`src/rtl/riscv_pkg.sv`:
```
// Shared RV decode constants: major opcodes, immediate format codes and
// the occupancy encoding of the decode-stage register slice.
package riscv_pkg;

  localparam logic [6:0] OPC_LOAD   = 7'b0000011;
  localparam logic [6:0] OPC_OPIMM  = 7'b0010011;
  localparam logic [6:0] OPC_JALR   = 7'b1100111;
  localparam logic [6:0] OPC_SYSTEM = 7'b1110011;
  localparam logic [6:0] OPC_STORE  = 7'b0100011;
  localparam logic [6:0] OPC_BRANCH = 7'b1100011;
  localparam logic [6:0] OPC_LUI    = 7'b0110111;
  localparam logic [6:0] OPC_AUIPC  = 7'b0010111;
  localparam logic [6:0] OPC_JAL    = 7'b1101111;
  localparam logic [6:0] OPC_OP     = 7'b0110011;

  localparam logic [2:0] FMT_R     = 3'd0;
  localparam logic [2:0] FMT_I     = 3'd1;
  localparam logic [2:0] FMT_S     = 3'd2;
  localparam logic [2:0] FMT_B     = 3'd3;
  localparam logic [2:0] FMT_U     = 3'd4;
  localparam logic [2:0] FMT_J     = 3'd5;
  localparam logic [2:0] FMT_SHIFT = 3'd6;
  localparam logic [2:0] FMT_NONE  = 3'd7;

  localparam logic [2:0] F3_SLLI      = 3'b001;
  localparam logic [2:0] F3_SRLI_SRAI = 3'b101;

  typedef enum logic [1:0] {
    OCC_EMPTY = 2'd0,
    OCC_ONE   = 2'd1,
    OCC_TWO   = 2'd2
  } occ_e;

endpackage

```
`src/rtl/imm_decode.sv`:
```
// Combinational instruction classifier and immediate extractor; zero latency,
// no handshake (pure function of instr).
module imm_decode
  import riscv_pkg::*;
#(
  parameter int XLEN    = 32,
  parameter int SHAMT_W = 5
) (
  input  logic [31:0]     instr,
  output logic [XLEN-1:0] imm,
  output logic [2:0]      fmt,
  output logic            illegal
);

  logic [6:0]  opcode;
  logic [2:0]  funct3;
  logic        s;
  logic [31:0] raw;

  assign opcode = instr[6:0];
  assign funct3 = instr[14:12];
  assign s      = instr[31];

  always_comb begin
    raw     = '0;
    imm     = '0;
    fmt     = FMT_NONE;
    illegal = 1'b0;
    case (opcode)
      OPC_LOAD, OPC_JALR, OPC_SYSTEM: begin
        raw = {{20{s}}, instr[31:20]};
        imm = XLEN'($signed(raw));
        fmt = FMT_I;
      end
      OPC_OPIMM: begin
        // Shift-immediates carry funct7 in the upper bits; only shamt survives.
        if (funct3 == F3_SLLI || funct3 == F3_SRLI_SRAI) begin
          imm = XLEN'(instr[20 +: SHAMT_W]);
          fmt = FMT_SHIFT;
        end else begin
          raw = {{20{s}}, instr[31:20]};
          imm = XLEN'($signed(raw));
          fmt = FMT_I;
        end
      end
      OPC_STORE: begin
        raw = {{20{s}}, instr[31:25], instr[11:7]};
        imm = XLEN'($signed(raw));
        fmt = FMT_S;
      end
      OPC_BRANCH: begin
        raw = {{20{s}}, instr[7], instr[30:25], instr[11:8], 1'b0};
        imm = XLEN'($signed(raw));
        fmt = FMT_B;
      end
      OPC_LUI, OPC_AUIPC: begin
        raw = {instr[31:12], 12'b0};
        imm = XLEN'($signed(raw));
        fmt = FMT_U;
      end
      OPC_JAL: begin
        raw = {{12{s}}, instr[19:12], instr[20], instr[30:21], 1'b0};
        imm = XLEN'($signed(raw));
        fmt = FMT_J;
      end
      OPC_OP: begin
        fmt = FMT_R;
      end
      default: begin
        illegal = 1'b1;
      end
    endcase
  end

endmodule

```
`src/rtl/imm_gen_pipe.sv`:
```
// Registered immediate generator: 1-cycle latency through a 2-entry main/skid slice;
// ready_o comes straight from a flop and drops only when both entries are full.
module imm_gen_pipe
  import riscv_pkg::*;
#(
  parameter int XLEN    = 32,
  parameter int SHAMT_W = 5
) (
  input  logic            clk_i,
  input  logic            rst_n_i,
  input  logic            flush_i,
  input  logic            valid_i,
  output logic            ready_o,
  input  logic [31:0]     instr_i,
  output logic            valid_o,
  input  logic            ready_i,
  output logic [XLEN-1:0] imm_o,
  output logic [2:0]      fmt_o,
  output logic            illegal_o
);

  occ_e            occ_q, occ_d;
  logic            rdy_q;
  logic            accept, pop;
  logic            load_main_dec, load_main_skid, load_skid;

  logic [XLEN-1:0] dec_imm;
  logic [2:0]      dec_fmt;
  logic            dec_ill;

  logic [XLEN-1:0] main_imm_q, skid_imm_q;
  logic [2:0]      main_fmt_q, skid_fmt_q;
  logic            main_ill_q, skid_ill_q;

  imm_decode #(
    .XLEN    (XLEN),
    .SHAMT_W (SHAMT_W)
  ) u_dec (
    .instr   (instr_i),
    .imm     (dec_imm),
    .fmt     (dec_fmt),
    .illegal (dec_ill)
  );

  assign accept = valid_i & rdy_q;
  assign pop    = (occ_q != OCC_EMPTY) & ready_i;

  always_ff @(posedge clk_i or negedge rst_n_i) begin
    if (!rst_n_i) begin
      occ_q <= OCC_EMPTY;
      rdy_q <= 1'b1;
    end else begin
      occ_q <= occ_d;
      rdy_q <= (occ_d != OCC_TWO);
    end
  end

  // Flush wins over everything; data registers are left stale on flush.
  always_comb begin
    occ_d          = occ_q;
    load_main_dec  = 1'b0;
    load_main_skid = 1'b0;
    load_skid      = 1'b0;
    if (flush_i) begin
      occ_d = OCC_EMPTY;
    end else begin
      case (occ_q)
        OCC_EMPTY: begin
          if (accept) begin
            occ_d         = OCC_ONE;
            load_main_dec = 1'b1;
          end
        end
        OCC_ONE: begin
          if (accept && !pop) begin
            occ_d     = OCC_TWO;
            load_skid = 1'b1;
          end else if (pop && !accept) begin
            occ_d = OCC_EMPTY;
          end else if (pop && accept) begin
            load_main_dec = 1'b1;
          end
        end
        OCC_TWO: begin
          if (pop) begin
            occ_d          = OCC_ONE;
            load_main_skid = 1'b1;
          end
        end
        default: begin
          occ_d = OCC_EMPTY;
        end
      endcase
    end
  end

  always_ff @(posedge clk_i or negedge rst_n_i) begin
    if (!rst_n_i) begin
      main_imm_q <= '0;
      main_fmt_q <= FMT_NONE;
      main_ill_q <= 1'b0;
    end else if (load_main_dec) begin
      main_imm_q <= dec_imm;
      main_fmt_q <= dec_fmt;
      main_ill_q <= dec_ill;
    end else if (load_main_skid) begin
      main_imm_q <= skid_imm_q;
      main_fmt_q <= skid_fmt_q;
      main_ill_q <= skid_ill_q;
    end
  end

  always_ff @(posedge clk_i or negedge rst_n_i) begin
    if (!rst_n_i) begin
      skid_imm_q <= '0;
      skid_fmt_q <= FMT_NONE;
      skid_ill_q <= 1'b0;
    end else if (load_skid) begin
      skid_imm_q <= dec_imm;
      skid_fmt_q <= dec_fmt;
      skid_ill_q <= dec_ill;
    end
  end

  assign ready_o   = rdy_q;
  assign valid_o   = (occ_q != OCC_EMPTY);
  assign imm_o     = main_imm_q;
  assign fmt_o     = main_fmt_q;
  assign illegal_o = main_ill_q;

endmodule
```
`config.mk`:
```
export PLATFORM = sky130hd
export DESIGN_NAME = imm_gen_pipe
export DESIGN_NICKNAME = d
export VERILOG_FILES = /design/src/rtl/riscv_pkg.sv /design/src/rtl/imm_decode.sv /design/src/rtl/imm_gen_pipe.sv
export SDC_FILE = /design/constraint.sdc
export NUM_CORES = 1
export LEC_CHECK = 0
export BUFFER_PORTS_ARGS = -buffer_cell sky130_fd_sc_hd__buf_2
export CORE_AREA = 2 2 96 144
export DETAILED_ROUTE_END_ITERATION = 12
export DIE_AREA = 0 0 98 146
export GPL_TIMING_DRIVEN = 0
export SLEW_MARGIN = 40
export SYNTH_ARGS = -nofsm -noshare
export SYNTH_HDL_FRONTEND = slang
export SYNTH_SLANG_ARGS = --single-unit
export TNS_END_PERCENT = 100
```
`constraint.sdc`:
```
create_clock -name clk_i -period 3.6 [get_ports clk_i]
set_clock_uncertainty 0.15 [all_clocks]
set_input_delay 1.08 -clock clk_i [delete_from_list [all_inputs] [get_ports clk_i]]
set_output_delay 1.08 -clock clk_i [all_outputs]
set_load 0.01 [all_outputs]
```
Yosys cells after proc, flatten, opt, wreduce, memory -nomap -nowiden. Cells that the tools add are included.

Bits in registers: 75. Bits of input ports: 37. Output and inout bits: 38. Logic and storage cells: 66.

Eq/ne operators: 15. Mux-type cells: 29. Bitwise operators: 2. Reduce and logical (&&, ||, !) cells: 12.

Operators with widths (number): $pmux W32 S6 (1); $mux W32 (3); $eq A7 B7 Y1 const B (4); $eq A7 B6 Y1 const B (3); $pmux W3 S7 (1); $eq A7 B5 Y1 const B (2); $mux W1 (14); $mux W2 (5); $reduce_or A10 Y1 (1); $mux W3 (3); $eq A7 B2 Y1 const B (1); $pmux W2 S3 (1); $reduce_bool A2 Y1 (2); $eq A3 B1 Y1 const B (1); $eq A3 B3 Y1 const B (1); $logic_and A1 B1 Y1 (3); $reduce_or A3 Y1 (1); $and A1 B1 Y1 (2); $eq A2 B1 Y1 const B (1); $eq A2 B2 Y1 const B (1); $logic_not A1 Y1 (2); $logic_not A2 Y1 (1); $ne A2 B2 Y1 const B (1); $pmux W1 S2 (1); 2 further kinds (2).

Logic depth before layout (Yosys ltp).
Word-level depth: 9. Gate-level depth with buffers: 8. Depth with buffers taken out: 5.

Hierarchy. Synthesis repeated with hierarchy kept, for this count alone.

Cells, all modules: 342. Area, all modules: 3905.0 µm².

By module, submodules not included: imm_gen_pipe (instances 1, cells an instance 250, area each 3223.1 µm²); imm_decode (instances 1, cells an instance 92, area each 681.9 µm²).

Worst setup path after synthesis. No wires, ideal clock.

Path type: input to register. From: input instr_i[5]. To: register main_imm_q[14], in the netlist imm_o[14]. Arrival: 2.220 ns. Data required time: 3.305 ns. Path slack: 1.085 ns. Cell stages on the path: 7. Path buffers: 2. Cells stage by stage: buf_2 > and2_0 > clkbuf_1 > a21oi_1 > o22ai_1 > a31oi_2 > a22oi_1.

Word-level cells in the longest chain between the ends: 4. Elaborated cells between the ends (all ways): 13. Those cells by class: eq/ne: 9; mux: 2; reduce/logical: 2.

Ends and longest elaborated chain: from (decl) (RTL line imm_gen_pipe.sv:14) `input logic [31:0] instr_i,`; $eq A7 B2 Y1 (tied with other cells); $reduce_or A3 Y1 or $reduce_or A2 Y1 (tied branches) (RTL line imm_decode.sv:29) `case (opcode)`; $pmux W32 S6 * (RTL line imm_decode.sv:29); $mux W32 * (RTL line imm_gen_pipe.sv:102) `end else if (load_main_dec) begin`; to (signal assigned) (RTL line imm_gen_pipe.sv:103) `main_imm_q <= dec_imm;`; to (signal assigned) (RTL line imm_gen_pipe.sv:107) `main_imm_q <= skid_imm_q;`; to (decl) (RTL line imm_gen_pipe.sv:31) `logic [XLEN-1:0] main_imm_q, skid_imm_q;`.

Every way passes the cells marked *; elsewhere a longest branch is shown, timed or not. A chain may end at the register's enable or synchronous reset.

Final worst setup path.
From: input valid_i. To: register main_imm_q[31], in the netlist imm_o[31].

Word-level cells in the longest chain between the ends: 8. Elaborated cells between the ends (all ways): 13. Those cells by class: mux: 7; bitwise: 1; reduce/logical: 5.

Ends and longest elaborated chain: from (decl) (RTL line imm_gen_pipe.sv:12) `input logic valid_i,`; $and A1 B1 Y1 * (RTL line imm_gen_pipe.sv:45) `assign accept = valid_i & rdy_q;`; $logic_and A1 B1 Y1 or $logic_not A1 Y1 (tied branches) (RTL line imm_gen_pipe.sv:80, imm_gen_pipe.sv:78); $mux W1 or $logic_and A1 B1 Y1 (tied branches) (RTL line imm_gen_pipe.sv:80, imm_gen_pipe.sv:78); $mux W1 (RTL line imm_gen_pipe.sv:78) `end else if (pop && !accept) begin`; $mux W1 (RTL line imm_gen_pipe.sv:75) `if (accept && !pop) begin`; $pmux W1 S2 * (RTL line imm_gen_pipe.sv:67) `case (occ_q)`; $mux W1 * (RTL line imm_gen_pipe.sv:64) `if (flush_i) begin`; $mux W32 or $reduce_bool A2 Y1 (tied branches).

Marks and branches as above.

==> impl_metrics.prom <==
# TYPE chip_impl_metric gauge
chip_impl_metric{name="numClockSinks",unit=""} 75
chip_impl_metric{name="critPathRequiredTime",unit="ns"} 3.63
chip_impl_metric{name="final.min_clock_period",unit="ns"} 2.65
chip_impl_metric{name="nets",unit=""} 512
chip_impl_metric{name="setup_total_negative_slack",unit="ns"} 0
chip_impl_metric{name="crit_path_buf_inv_count",unit=""} 3
chip_impl_metric{name="place_congestion",unit=""} 0.867
chip_impl_metric{name="cts.path.max_buffers",unit=""} 2
chip_impl_metric{name="drcViolationCount",unit=""} 0
chip_impl_info{name="timing.critical_path.slowest_stage_cell",value="sky130_fd_sc_hd__clkbuf_1"} 1
chip_impl_metric{name="peakVddDrop",unit="mV"} 0.255
chip_impl_metric{name="number_of_vias_per_cell_after_detailed_routing",unit=""} 5.21
chip_impl_metric{name="syn_area",unit="sq mm"} 0.00381
chip_impl_metric{name="post_synth_and_or_nand_nor_area_fraction",unit="%"} 19.7
chip_impl_metric{name="critical_path_depth",unit=""} 7
chip_impl_metric{name="dr.first_iter.drc_count",unit=""} 153
chip_impl_metric{name="timing.final.hold_violations",unit=""} 0
chip_impl_info{name="outcome",value="complete, no violations"} 1
chip_impl_info{name="hold_path.class",value="flip-flop to flip-flop"} 1
chip_impl_metric{name="postSynth.asyncResetShare",unit="%"} 100
chip_impl_info{name="setup.worst_path.end_class",value="flip-flop"} 1
chip_impl_info{name="path_common_cell",value="sky130_fd_sc_hd__buf_2"} 1
chip_impl_metric{name="total_of_hold_buffers_inserted_after_clock_tree_synthesis",unit=""} 0
chip_impl_metric{name="finish.utilization",unit="%"} 36.1
chip_impl_metric{name="complex_gate_fraction_of_the_synthesized_area",unit="%"} 18.0
chip_impl_metric{name="grtUsageTotal",unit="%"} 16.2
chip_impl_info{name="clock_tree.root_cell",value="sky130_fd_sc_hd__clkbuf_16"} 1
chip_impl_metric{name="detail_route.wirelength.met1",unit="mm"} 4.50
chip_impl_metric{name="post_cts_resize_count",unit=""} 0
chip_impl_metric{name="met2_length",unit="mm"} 6.09
chip_impl_metric{name="pwr_density_cell",unit="mW/mm^2"} 451
chip_impl_info{name="crit_chain",value="buf_2 > nand2_1 > nor3_1 > and2_1 > buf_2 > clkbuf_1 > o22ai_1"} 1
chip_impl_metric{name="start_util",unit="%"} 29.5
chip_impl_info{name="r2r-end",value="imm_o[31]$_DFFE_PN0P_"} 1
chip_impl_metric{name="vert_die_dim",unit="microns"} 146
chip_impl_metric{name="postRouteWirelength",unit="mm"} 11.4
chip_impl_info{name="timing.critical_path.from_type",value="primary input"} 1
chip_impl_metric{name="max_transition_margin",unit="%"} 62.2
chip_impl_metric{name="cp_data_arrival_time",unit="ns"} 2.68
chip_impl_metric{name="ys_types",unit=""} 46
chip_impl_metric{name="power.static_leakage",unit="uW"} 0.00209
chip_impl_metric{name="wl_met3",unit="microns"} 601
chip_impl_metric{name="cts_made_buffers",unit=""} 9
chip_impl_metric{name="seq_power_share",unit="%"} 47.0
chip_impl_info{name="rr_startpoint",value="ready_o$_DFF_PN1_"} 1
chip_impl_metric{name="min_period_over_period",unit="%"} 73.6
chip_impl_metric{name="post_synth_fa_ha_maj_area_fraction",unit="%"} 0
chip_impl_info{name="synth_top_flop_cell",value="sky130_fd_sc_hd__dfrtp_1"} 1
chip_impl_metric{name="total_switching_power",unit="uW"} 580
chip_impl_metric{name="cts_htree_levels",unit=""} 3
chip_impl_info{name="layout_commonest_cell",value="sky130_fd_sc_hd__buf_2"} 1
chip_impl_metric{name="p_comb_share",unit="%"} 15.2
chip_impl_metric{name="synth.ff_latch_count",unit=""} 75
chip_impl_metric{name="synth_xor_area_share",unit="%"} 0.459
chip_impl_info{name="timing.critical_path.from",value="valid_i"} 1
chip_impl_metric{name="antenna_found_initial",unit=""} 0
chip_impl_metric{name="max-cap-violations",unit=""} 0
chip_impl_info{name="critical_path_class",value="primary input to flip-flop"} 1
chip_impl_info{name="rsz_0062_raised_after_global_routing",value="no"} 1
chip_impl_metric{name="maxClockFrequency",unit="MHz"} 377
chip_impl_metric{name="synth_cells",unit=""} 391
chip_impl_metric{name="floorplan.die_area",unit="sq mm"} 0.0143
chip_impl_metric{name="portBuffers",unit=""} 72
chip_impl_metric{name="synth.avg_cell_area",unit="sq um"} 9.76
chip_impl_metric{name="layout.filler_cells",unit=""} 1332
chip_impl_metric{name="num_vias",unit=""} 3326
chip_impl_metric{name="power.clock.fraction",unit="%"} 37.8
chip_impl_metric{name="num_antenna_cells",unit=""} 0
chip_impl_metric{name="tightest_slew",unit="ns"} 0.567
chip_impl_metric{name="cell_internal_power",unit="uW"} 1530
chip_impl_info{name="highest_layer",value="met4"} 1
chip_impl_metric{name="reg2reg_depth",unit=""} 6
chip_impl_metric{name="clk_pin_slew",unit="ns"} 0.06
chip_impl_metric{name="final_layout_size_suffix_gt1_share",unit="%"} 26.7
chip_impl_metric{name="std_cell_rows",unit=""} 51
chip_impl_metric{name="critical_path.max_stage_delay",unit="ns"} 0.48
chip_impl_metric{name="slew_violations",unit=""} 0
chip_impl_metric{name="areaGrowthSynthToFinish",unit="%"} 22.7
chip_impl_info{name="cts_tree",value="yes"} 1
chip_impl_metric{name="synth.net_count",unit=""} 428
chip_impl_metric{name="yosys-mux-area-fraction",unit="%"} 7.35
chip_impl_metric{name="num_io_pins",unit=""} 75
chip_impl_metric{name="critical_path_peak_fanout",unit=""} 10
chip_impl_info{name="synth_top_family_by_area",value="simple AND/OR/NAND/NOR gates"} 1
chip_impl_info{name="path_delay_family",value="buffers and inverters"} 1
chip_impl_metric{name="dr.pass1.iters",unit=""} 4
chip_impl_metric{name="clk_latency",unit="ns"} 0.33
chip_impl_metric{name="yosysSeqAreaShare",unit="%"} 49.4
chip_impl_metric{name="dpl.hpwl",unit="mm"} 8.53
chip_impl_metric{name="yosys_warning_total",unit=""} 0
chip_impl_metric{name="worst_hold_slack",unit="ns"} 0.334
chip_impl_metric{name="grt_remaining_overflow",unit=""} 0
chip_impl_metric{name="grt_max_degree",unit=""} 48
chip_impl_metric{name="antenna_violating_nets_post_route",unit=""} 0
chip_impl_metric{name="report.power.total",unit="uW"} 2110
chip_impl_metric{name="wire_length_per_cell",unit="microns"} 17.8
chip_impl_metric{name="ff2ff_setup_slack",unit="ns"} 1.25
chip_impl_metric{name="switching_part_of_the_total_power",unit="%"} 27.5
chip_impl_metric{name="fp.coreArea",unit="sq mm"} 0.0130
chip_impl_metric{name="grt_first_pass_wirelength",unit="mm"} 18.7
chip_impl_metric{name="die_width",unit="microns"} 98
chip_impl_info{name="endpoint",value="imm_o[31]$_DFFE_PN0P_"} 1
chip_impl_metric{name="vias_in_the_first_global_route",unit=""} 3554
chip_impl_metric{name="synth_enable_flop_cells",unit=""} 0
chip_impl_metric{name="finalSetupViolations",unit=""} 0
chip_impl_info{name="layout_common_cells",value="sky130_fd_sc_hd__buf_2, sky130_fd_sc_hd__dfrtp_1, sky130_fd_sc_hd__nand2_1"} 1
chip_impl_metric{name="post-cts-setup-buffers",unit=""} 0
through the flow:
stage	setup WS, ns	cell area (sq um)	std cells
after global placement	0.553	4370	622
after floorplan	1.08	3810	391
after global routing	0.777	4680	639
after detailed placement	0.538	4410	623
final	0.951	4680	639
after CTS	0.877	4670	639
logic make-up after synthesis:
| logic type | after synthesis |
|---|---|
| AO/OA/AOI/OAI | 99 |
| flip-flops | 75 |
| XOR/XNOR | 2 |
| AND/OR/NAND/NOR | 153 |
| buffers and inverters | 34 |
| multiplexers | 28 |
routing by layer:
metal	up-vias	GRT usage [%]
met5	-	0
met3	13	3.31
li1	1577	-
met2	95	29.4
met4	0	5.28
met1	1641	18.9
cell usage after synthesis (6+ instances only):
cell / instances / area (sq um)
sky130_fd_sc_hd__dfrtp_1: 68 / 1700
sky130_fd_sc_hd__nand2_1: 56 / 210
sky130_fd_sc_hd__nand3_1: 37 / 185
sky130_fd_sc_hd__mux2i_1: 28 / 280
sky130_fd_sc_hd__a21oi_1: 24 / 120
sky130_fd_sc_hd__nor2_1: 23 / 86.3
sky130_fd_sc_hd__o21ai_0: 15 / 75.1
sky130_fd_sc_hd__clkbuf_1: 14 / 52.6
sky130_fd_sc_hd__buf_2: 11 / 55.1
sky130_fd_sc_hd__nor2b_1: 10 / 62.6
sky130_fd_sc_hd__a211oi_1: 9 / 67.6
sky130_fd_sc_hd__a22oi_1: 9 / 67.6
sky130_fd_sc_hd__dfstp_2: 7 / 184
sky130_fd_sc_hd__o211ai_1: 7 / 52.6
sky130_fd_sc_hd__o21ai_1: 6 / 30.0
tightest hold or removal path, delay by kind of cell (launching register included):
family,cells,cell delay [ns]
flip-flops,1,0.34
AO/OA/AOI/OAI,1,0.06
AND/OR/NAND/NOR,1,0.05
power by group through the flow:
stage / logic [uW] / clock network (uW) / registers [uW]
2_1_floorplan: 164 / 0 / 1010
3_3_place_gp: 312 / 0 / 1000
3_5_place_dp: 323 / 0 / 1010
4_1_cts: 325 / 813 / 993
5_1_grt: 358 / 855 / 1000
6_report: 320 / 799 / 992
flip-flops by register name, indices dropped and copies added, names as in the netlist:
signal      count
skid_fmt_q      3
ready_o         1
skid_imm_q     32
skid_ill_q      1
illegal_o       1
occ_q           2
imm_o          32
fmt_o           3
worst min path at each step:
stage | start | endpoint | depth (start not counted)
floorplan | skid_ill_q$_DFFE_PN0P_ | skid_ill_q$_DFFE_PN0P_ | 2
global placement | skid_ill_q$_DFFE_PN0P_ | skid_ill_q$_DFFE_PN0P_ | 2
detailed placement | skid_imm_q[31]$_DFFE_PN0P_ | skid_imm_q[31]$_DFFE_PN0P_ | 2
CTS | skid_imm_q[31]$_DFFE_PN0P_ | skid_imm_q[31]$_DFFE_PN0P_ | 2
global route | skid_imm_q[7]$_DFFE_PN0P_ | skid_imm_q[7]$_DFFE_PN0P_ | 2
finish | skid_imm_q[5]$_DFFE_PN0P_ | skid_imm_q[5]$_DFFE_PN0P_ | 2
cell type report:
cell class              instances  area (sq um)  area share, %
clock buffers                  10           229           4.89
multi-input cells             282          1750           37.3
well taps                     159           199           4.25
clock inverters                 6          32.5          0.695
plain buffers                  30           179           3.82
repair buffers                 73           394           8.42
flip-flops and latches         75          1890           40.3
inverters                       4          15.0          0.321
(Power assumes the default switching activity.)
